<file path="src/rtl/clause_bin_loader.sv">
// Clause bin loader: moves clause words between bin memory and the
// clause array through its one-hot load/update strobes.
module clause_bin_loader #(
    parameter int NUM_CLAUSES = 8,
    parameter int NUM_VARS    = 8,
    parameter int WIDTH_C_LEN = 4,
    parameter int WIDTH_CNT   = 4,
    parameter int WIDTH_ADDR  = 8
) (
    input  logic                            clk,
    input  logic                            rst,
    input  logic                            start_load_i,
    input  logic                            start_unload_i,
    input  logic [WIDTH_ADDR-1:0]           base_addr_i,
    input  logic [WIDTH_CNT-1:0]            num_i,
    output logic                            busy_o,
    output logic                            done_o,
    output logic                            mem_rd_o,
    output logic [WIDTH_ADDR-1:0]           mem_addr_o,
    input  logic [NUM_VARS*2+WIDTH_C_LEN-1:0] mem_rdata_i,
    input  logic                            mem_rvalid_i,
    output logic                            mem_wr_o,
    output logic [NUM_VARS*2+WIDTH_C_LEN-1:0] mem_wdata_o,
    input  logic                            mem_wready_i,
    output logic [NUM_CLAUSES-1:0]          wr_o,
    output logic [NUM_CLAUSES-1:0]          rd_o,
    output logic [NUM_VARS*2-1:0]           clause_o,
    output logic [WIDTH_C_LEN-1:0]          clause_len_o,
    input  logic [NUM_VARS*2-1:0]           clause_i
);

    localparam int LW = NUM_VARS * 2;
    localparam int WW = LW + WIDTH_C_LEN;
    localparam int IW = $clog2(NUM_CLAUSES + 1);

    typedef enum logic [3:0] {
        IDLE, LD_REQ, LD_WAIT, LD_WR, LD_ZERO,
        UL_RD, UL_CAP, UL_WR, DONE
    } state_t;

    state_t                  state, state_d;
    logic [WIDTH_ADDR-1:0]   base, base_d;
    logic [IW-1:0]           n, n_d, idx, idx_d;
    logic [IW-1:0]           idx_inc, n_cap;
    logic [LW-1:0]           lits, lits_d;
    logic [WIDTH_C_LEN-1:0]  len, len_d;

    logic                    busy_d, done_d, mem_rd_d, mem_wr_d;
    logic [WIDTH_ADDR-1:0]   mem_addr_d;
    logic [WW-1:0]           mem_wdata_d;
    logic [NUM_CLAUSES-1:0]  wr_d, rd_d;
    logic [LW-1:0]           clause_d;
    logic [WIDTH_C_LEN-1:0]  clause_len_d;

    // Any nonzero 2-bit field is a present literal; saturate the count.
    function automatic logic [WIDTH_C_LEN-1:0] lit_count(input logic [LW-1:0] l);
        int c;
        c = 0;
        for (int k = 0; k < NUM_VARS; k++) begin
            if (l[2*k +: 2] != 2'b00) c++;
        end
        if (c > (1 << WIDTH_C_LEN) - 1) return '1;
        return WIDTH_C_LEN'(c);
    endfunction

    assign idx_inc = idx + 1'b1;
    assign n_cap   = ({{(32-WIDTH_CNT){1'b0}}, num_i} > 32'(NUM_CLAUSES))
                   ? IW'(NUM_CLAUSES) : IW'(num_i);

    always_ff @(posedge clk or negedge rst) begin
        if (!rst) begin
            state <= IDLE;
            base  <= '0;
            n     <= '0;
            idx   <= '0;
            lits  <= '0;
            len   <= '0;
        end else begin
            state <= state_d;
            base  <= base_d;
            n     <= n_d;
            idx   <= idx_d;
            lits  <= lits_d;
            len   <= len_d;
        end
    end

    always_comb begin
        state_d = state;
        base_d  = base;
        n_d     = n;
        idx_d   = idx;
        lits_d  = lits;
        len_d   = len;
        unique case (state)
            IDLE: begin
                if (start_load_i) begin
                    base_d  = base_addr_i;
                    n_d     = n_cap;
                    idx_d   = '0;
                    state_d = (n_cap == '0) ? LD_ZERO : LD_REQ;
                end else if (start_unload_i) begin
                    base_d  = base_addr_i;
                    n_d     = n_cap;
                    idx_d   = '0;
                    state_d = (n_cap == '0) ? DONE : UL_RD;
                end
            end
            LD_REQ:  state_d = LD_WAIT;
            LD_WAIT: begin
                if (mem_rvalid_i) begin
                    lits_d  = mem_rdata_i[LW-1:0];
                    len_d   = mem_rdata_i[WW-1:LW];
                    state_d = LD_WR;
                end
            end
            LD_WR: begin
                idx_d = idx_inc;
                if (idx_inc < n)                     state_d = LD_REQ;
                else if (idx_inc < IW'(NUM_CLAUSES)) state_d = LD_ZERO;
                else                                 state_d = DONE;
            end
            LD_ZERO: begin
                idx_d   = idx_inc;
                state_d = (idx_inc < IW'(NUM_CLAUSES)) ? LD_ZERO : DONE;
            end
            UL_RD:  state_d = UL_CAP;
            UL_CAP: begin
                lits_d  = clause_i;
                len_d   = lit_count(clause_i);
                state_d = UL_WR;
            end
            UL_WR: begin
                if (mem_wready_i) begin
                    idx_d   = idx_inc;
                    state_d = (idx_inc < n) ? UL_RD : DONE;
                end
            end
            DONE:    state_d = IDLE;
            default: state_d = IDLE;
        endcase
    end

    // Outputs are decoded from the next state so they register in step with it.
    always_comb begin
        busy_d       = (state_d != IDLE) && (state_d != DONE);
        done_d       = (state_d == DONE);
        mem_rd_d     = (state_d == LD_REQ);
        mem_wr_d     = (state_d == UL_WR);
        mem_addr_d   = '0;
        mem_wdata_d  = '0;
        wr_d         = '0;
        rd_d         = '0;
        clause_d     = '0;
        clause_len_d = '0;
        if (state_d == LD_REQ || state_d == UL_WR)
            mem_addr_d = base_d + WIDTH_ADDR'(idx_d);
        if (state_d == UL_WR)
            mem_wdata_d = {len_d, lits_d};
        if (state_d == LD_WR || state_d == LD_ZERO)
            wr_d = NUM_CLAUSES'(1) << idx_d;
        if (state_d == LD_WR) begin
            clause_d     = lits_d;
            clause_len_d = len_d;
        end
        if (state_d == UL_RD)
            rd_d = NUM_CLAUSES'(1) << idx_d;
    end

    always_ff @(posedge clk or negedge rst) begin
        if (!rst) begin
            busy_o       <= 1'b0;
            done_o       <= 1'b0;
            mem_rd_o     <= 1'b0;
            mem_wr_o     <= 1'b0;
            mem_addr_o   <= '0;
            mem_wdata_o  <= '0;
            wr_o         <= '0;
            rd_o         <= '0;
            clause_o     <= '0;
            clause_len_o <= '0;
        end else begin
            busy_o       <= busy_d;
            done_o       <= done_d;
            mem_rd_o     <= mem_rd_d;
            mem_wr_o     <= mem_wr_d;
            mem_addr_o   <= mem_addr_d;
            mem_wdata_o  <= mem_wdata_d;
            wr_o         <= wr_d;
            rd_o         <= rd_d;
            clause_o     <= clause_d;
            clause_len_o <= clause_len_d;
        end
    end

endmodule

</file>
<file path="config.mk">
export PLATFORM = sky130hd
export DESIGN_NAME = clause_bin_loader
export DESIGN_NICKNAME = d
export VERILOG_FILES = /design/src/rtl/clause_bin_loader.sv
export SDC_FILE = /design/constraint.sdc
export NUM_CORES = 1
export LEC_CHECK = 0
export BUFFER_PORTS_ARGS = -buffer_cell sky130_fd_sc_hd__buf_2
export CAP_MARGIN = 20
export CORE_UTILIZATION = 57
export CTS_CLUSTER_SIZE = 14
export DETAILED_ROUTE_END_ITERATION = 6
export GPL_TIMING_DRIVEN = 0
export PLACE_DENSITY_LB_ADDON = 0.1
export SKIP_CTS_REPAIR_TIMING = 1
export SKIP_LAST_GASP = 1
export SLEW_MARGIN = 20
export SYNTH_ARGS = -nofsm -noshare
export SYNTH_HDL_FRONTEND = slang
export SYNTH_SLANG_ARGS = --single-unit
</file>
<file path="constraint.sdc">
create_clock -name clk -period 8.83 [get_ports clk]
set_clock_uncertainty 0.05 [all_clocks]
set_input_delay 1.3245 -clock clk [delete_from_list [all_inputs] [get_ports clk]]
set_output_delay 1.3245 -clock clk [all_outputs]
set_load 0.02 [all_outputs]
</file>
Word-level counts from Yosys, hierarchy flattened
Index checks and enable logic that the tools add are counted.

word-level totals
  register bits after elaboration = 108
  bits of input ports = 54
  output and inout port bits = 68
  logic and storage cells = 111

cells by class
  add/sub/neg operators = 9
  magnitude comparators = 4
  eq/ne operators = 14
  shift operators = 1
  muxes and demuxes = 50
  reduce and logical (&&, ||, !) cells = 17

operators by type and width
  cell                   number
  $mux 32                15
  $add 32x2->32 const B  7
  $mux 4                 18
  $mux 8                 6
  $gt 32x5->1 const B    1
  $mux 16                2
  $pmux 16 s2            1
  $pmux 4 s8             1
  $eq 4x3->1 const B     7
  $mux 20                1
  $reduce_bool 2->1      9
  $eq 4x2->1 const B     3
  $pmux 4 s3             1
  $add 8x4->8            1
  $eq 4x1->1 const B     2
  $logic_not 4->1        2
  $pmux 4 s2             1
  $shl 1x4->8 const A    1
  $add 4x1->4 const B    1
  $eq 4x4->1 const B     1
  $gt 4x4->1 const B     1
  $lt 4x4->1             1
  $lt 4x4->1 const B     1
  $ne 4x4->1 const B     1
  other kinds (7)        10

Depth between registers and ports, before layout
  word-level depth = 30
  depth in mapped cells = 25
  depth with buffers taken out = 25

Least setup slack after synthesis
Ideal clock, no wire load.

  path type = input to register
  start point = input clause_i[2]
  end point = register mem_wdata_o[17]
  library setup time = 0.121 ns
  data arrival time = 5.704 ns
  data required time = 8.659 ns
  slack = 2.955 ns
  stages = 23
  buffers on the path = 0
  path through = or2_2 -> inv_1 -> ha_1 -> xnor2_2 -> ha_1 -> o21ai_0 -> nand2_1 -> ha_1 -> o21ai_0 -> o31ai_1 -> a31oi_1 -> inv_1 -> ha_1 -> o21ai_0 -> o31ai_1 -> ha_1 -> mux2i_1 -> inv_1 -> ha_1 -> a221o_1 -> or3_1 -> a21oi_1 -> nor2_1

between the ends
  longest elaborated chain between the ends = 27

RTL lines
  element                    line  RTL
  start: declaration         29    input logic [NUM_VARS*2-1:0] clause_i
  $reduce_bool 2->1 *        60    if (l[2*k +: 2] != 2'b00) c++;
  $mux 32 *                  60
  $mux 32 *                  95    unique case (state)
  $add 32x2->32              60
  $mux 32 *                  60
  $mux 32 *                  95
  $add 32x2->32              60
  $mux 32 *                  60
  [... 12 more ...]          --
  $mux 32 *                  95
  $gt 32x5->1                62    if (c > (1 << WIDTH_C_LEN) - 1) return '1;
  $mux 1                     62
  $mux 1                     95
  $mux 4 *                   63    return WIDTH_C_LEN'(c);
  $pmux 4 s2 *               95
  $mux 20 *                  158   if (state_d == UL_WR)
  named net mem_wdata_d[17]  50    logic [WW-1:0] mem_wdata_d;
  end signal: assignment     188   mem_wdata_o <= mem_wdata_d;
  end: declaration           23    output logic [NUM_VARS*2+WIDTH_C_LEN-1:0] mem_wdata_o,

Mark *: on every way through the listed nets, which the timed path passes. The rest lies on a longest branch. The select of a mux whose other input is x is not followed.
A chain may end at the register's enable or synchronous reset.

Final worst setup path
Same ends and word-level chain as after synthesis.

==> reports/summary.txt <==
Syn avg cell area: 10.32 um2
Startpoint Class: input port
All-layer global routing usage: 26.44%
Ratio of cells with drive above 1 in the final layout: 25.32%
Clock Tree Buf Depth: 2
# DRC: 0
Gr ovfl total: 0
Largest stage delay on the critical path: 0.47 ns
Final TNS setup: 0 ns
Cell area after layout: 6023 um2
Root Buffer: clkbuf_8
Post-synthesis sequential area ratio: 53.32%
Row count: 34
Yosys warnings: 0
Worst-path fanout max: 5
CP delay by family, top: adder cells
CP bufs+invs: 4
H-tree levels: 3
VDD IR max: 0.1877 mV
Critical Path End Type: flop
Die height: 96.30 um
Max-cap violations: 0
Worst relative slew slack: 50.98%
GP Congestion: 0.8407
#FFs+latches synth: 108
Post-synth EDFFs: 0
Distinct cells, synth: 54
CP cell instances: buf_2 > or2_2 > inv_1 > ha_1 > xnor2_2 > ha_1 > o21ai_0 > nand2_1 > ha_1 > o21ai_0 > o31ai_1 > a31oi_1 > inv_1 > ha_1 > o21ai_0 > o31ai_1 > ha_1 > mux2i_1 > inv_1 > ha_1 > a221o_1 > or3_1 > o22ai_1 > nor2_1
CTS Sinks: 108
Gate Count Post-Synth: 491
Static Leakage: 3.147 nW
Area Growth Syn to Fin: 18.83%
Die width: 96.30 um
Cts bufs inserted: 9
DRT iter0 DRCs: 146
CTS tree: built
Max Slew Vio Count: 0
Antenna violations before repair: 0
Largest net degree at the start of global routing: 65
Status: complete, no violations
Hold Violations, Final: 0
Die area: 9274 um2
Core box area: 8678 um2
PwrDens: 349.8 nW/um2
Clock Latency Late Sink: 0.37 ns
Ys flop type: dfrtp_1
Worst EP required: 9.04 ns
Initial Utilization: 58.41%
Worst Tran Pin Value: 0.7301 ns
Drt via density: 5.590
Port Buffers: 121
Top-Level Pins: 122
Crit Path Category: input port to flop
Final WL: 11.77 mm
FFs w/ async S/R, synth: 100.0%
Post-Syn Nets: 561
Tmin final: 6.262 ns
Hpwl dp: 8.608 mm
TritonRoute pass-1 iters: 5
Fmax achieved: 0.1597 GHz
# setup viols final: 0
Cell Area, Placed: 5843 um2
Inserted Diodes: 0
CP max stage cell: a31oi_1
Top cell by count, worst path: ha_1
Via Count: 4114
Min-Delay Path Class: flop to flop
Antenna viol nets, final: 0
RSZ-0062 raised after global routing: no
Vias in the first global route: 3926
Crit share post-route: 70.92%
WL per Instance: 15.99 um
Fin nets: 694
Clock-pin slew of the registers on the worst-case setup and hold paths: 0.11 ns
Cell Area, Synth: 5069 um2
First-pass GRT wire length: 18.28 mm
Crit path DAT: 6.47 ns
## path summary, 6_finish.rpt
path                             startpoint         endpoint  slack, ns  cells after the start
max in group asynchronous               rst         state[0]       7.28                      2
worst max-delay path            clause_i[2]  mem_wdata_o[17]       2.57                     24
worst min-delay path                lits[0]          lits[0]       0.44                      2
worst max register to register     state[1]    mem_addr_o[7]       5.19                     13
worst min register to register      lits[0]          lits[0]       0.44                      2
min in group asynchronous               rst      clause_o[9]       0.79                      1
## flip-flops by register name, indices dropped and copies added (netlist names)
signal        flops
mem_wr_o          1
busy_o            1
idx               4
mem_rd_o          1
mem_addr_o        8
rd_o              8
base              8
state             4
done_o            1
lits             16
wr_o              8
len               4
clause_o         16
mem_wdata_o      20
n                 4
clause_len_o      4
## metrics by stage
step | total power, mW | util, % | hold slack (ns) | cells | setup WS, ns
after floorplan | 1.523 | - | 0.4046 | 491 | 2.955
after global placement | 1.776 | 66.94 | 0.4177 | 720 | 2.509
after detailed placement | 1.823 | 67.33 | 0.4276 | 721 | 2.243
after CTS | 2.119 | 69.41 | 0.4501 | 736 | 2.615
after global routing | 2.282 | 69.41 | 0.4731 | 736 | 2.316
final | 2.107 | 69.41 | 0.4442 | 736 | 2.568
## report_power, final
| part | leakage [nW] | internal (mW) | switching [mW] |
|---|---|---|---|
| Clock | 0.0901 | 0.108 | 0.179 |
| Combinational | 1.63 | 0.405 | 0.694 |
| Sequential | 1.42 | 0.658 | 0.0627 |
## final cells by class
class / count / area [um2]
buffer: 20 / 83.83
clock buffer: 9 / 123.9
clock inverter: 6 / 56.30
fill: 705 / 2655
inverter: 34 / 127.6
multi-input combinational: 329 / 2155
sequential: 108 / 2703
tap: 108 / 135.1
timing repair buffer: 122 / 639.4
## cells by family (layout without fill, tap and decap cells)
group,Yosys count,after routing,synth area share [%]
AND/OR/NAND/NOR,193,193,19.75
flip-flops,108,108,53.32
AO/OA/AOI/OAI,88,88,11.90
buffers and inverters,54,191,4.172
XOR/XNOR,20,20,4.221
adder cells (fa/ha/maj),17,17,4.295
multiplexers,11,11,2.345
## Yosys cell counts, types with 14 or more instances
library cell  number  area (um2)
dfrtp_1          108        2703
a21oi_1           23       115.1
nand3_1           19       95.09
inv_1             34       127.6
o21ai_0           15       75.07
nor2_1            57       214.0
ha_1              15       187.7
nor4_1            16       100.1
nand2b_1          17       106.4
nand2_1           27       101.4
and2_1            14       87.58
clkbuf_1          17       63.81
## layer usage
layer | vias to the layer above | part of all wire (%) | wire, um | global-route usage, %
li1 | 1971 | - | - | -
met1 | 1988 | 41 | 4809 | 33.68
met2 | 135 | 50 | 5886 | 44.27
met3 | 20 | 7.4 | 871 | 5.766
met4 | 0 | 1.7 | 204 | 9.926
met5 | - | 0 | 0 | 0
## tightest hold or removal path, cell delays in order, from the launching register on
cell     delay, ns
dfrtp_1       0.33
nand2_1       0.06
nand3_1       0.07
## cells in the final DEF, fill, tap and decap left out, types with 8 or more instances in the layout
master | synthesis | final
nor4_1 | 16 | 16
inv_1 | 34 | 34
buf_2 | 1 | 121
and2_1 | 14 | 14
nand3_1 | 19 | 19
nand2b_1 | 17 | 17
clkbuf_8 | 0 | 9
a21o_1 | 8 | 8
o21ai_0 | 15 | 15
xor2_1 | 9 | 9
xnor2_1 | 8 | 8
a21oi_1 | 23 | 23
clkbuf_1 | 17 | 17
dfrtp_1 | 108 | 108
nand2_1 | 27 | 27
nor2_1 | 57 | 57
a221oi_1 | 12 | 12
ha_1 | 15 | 15
Power figures use the tool's default switching activity.
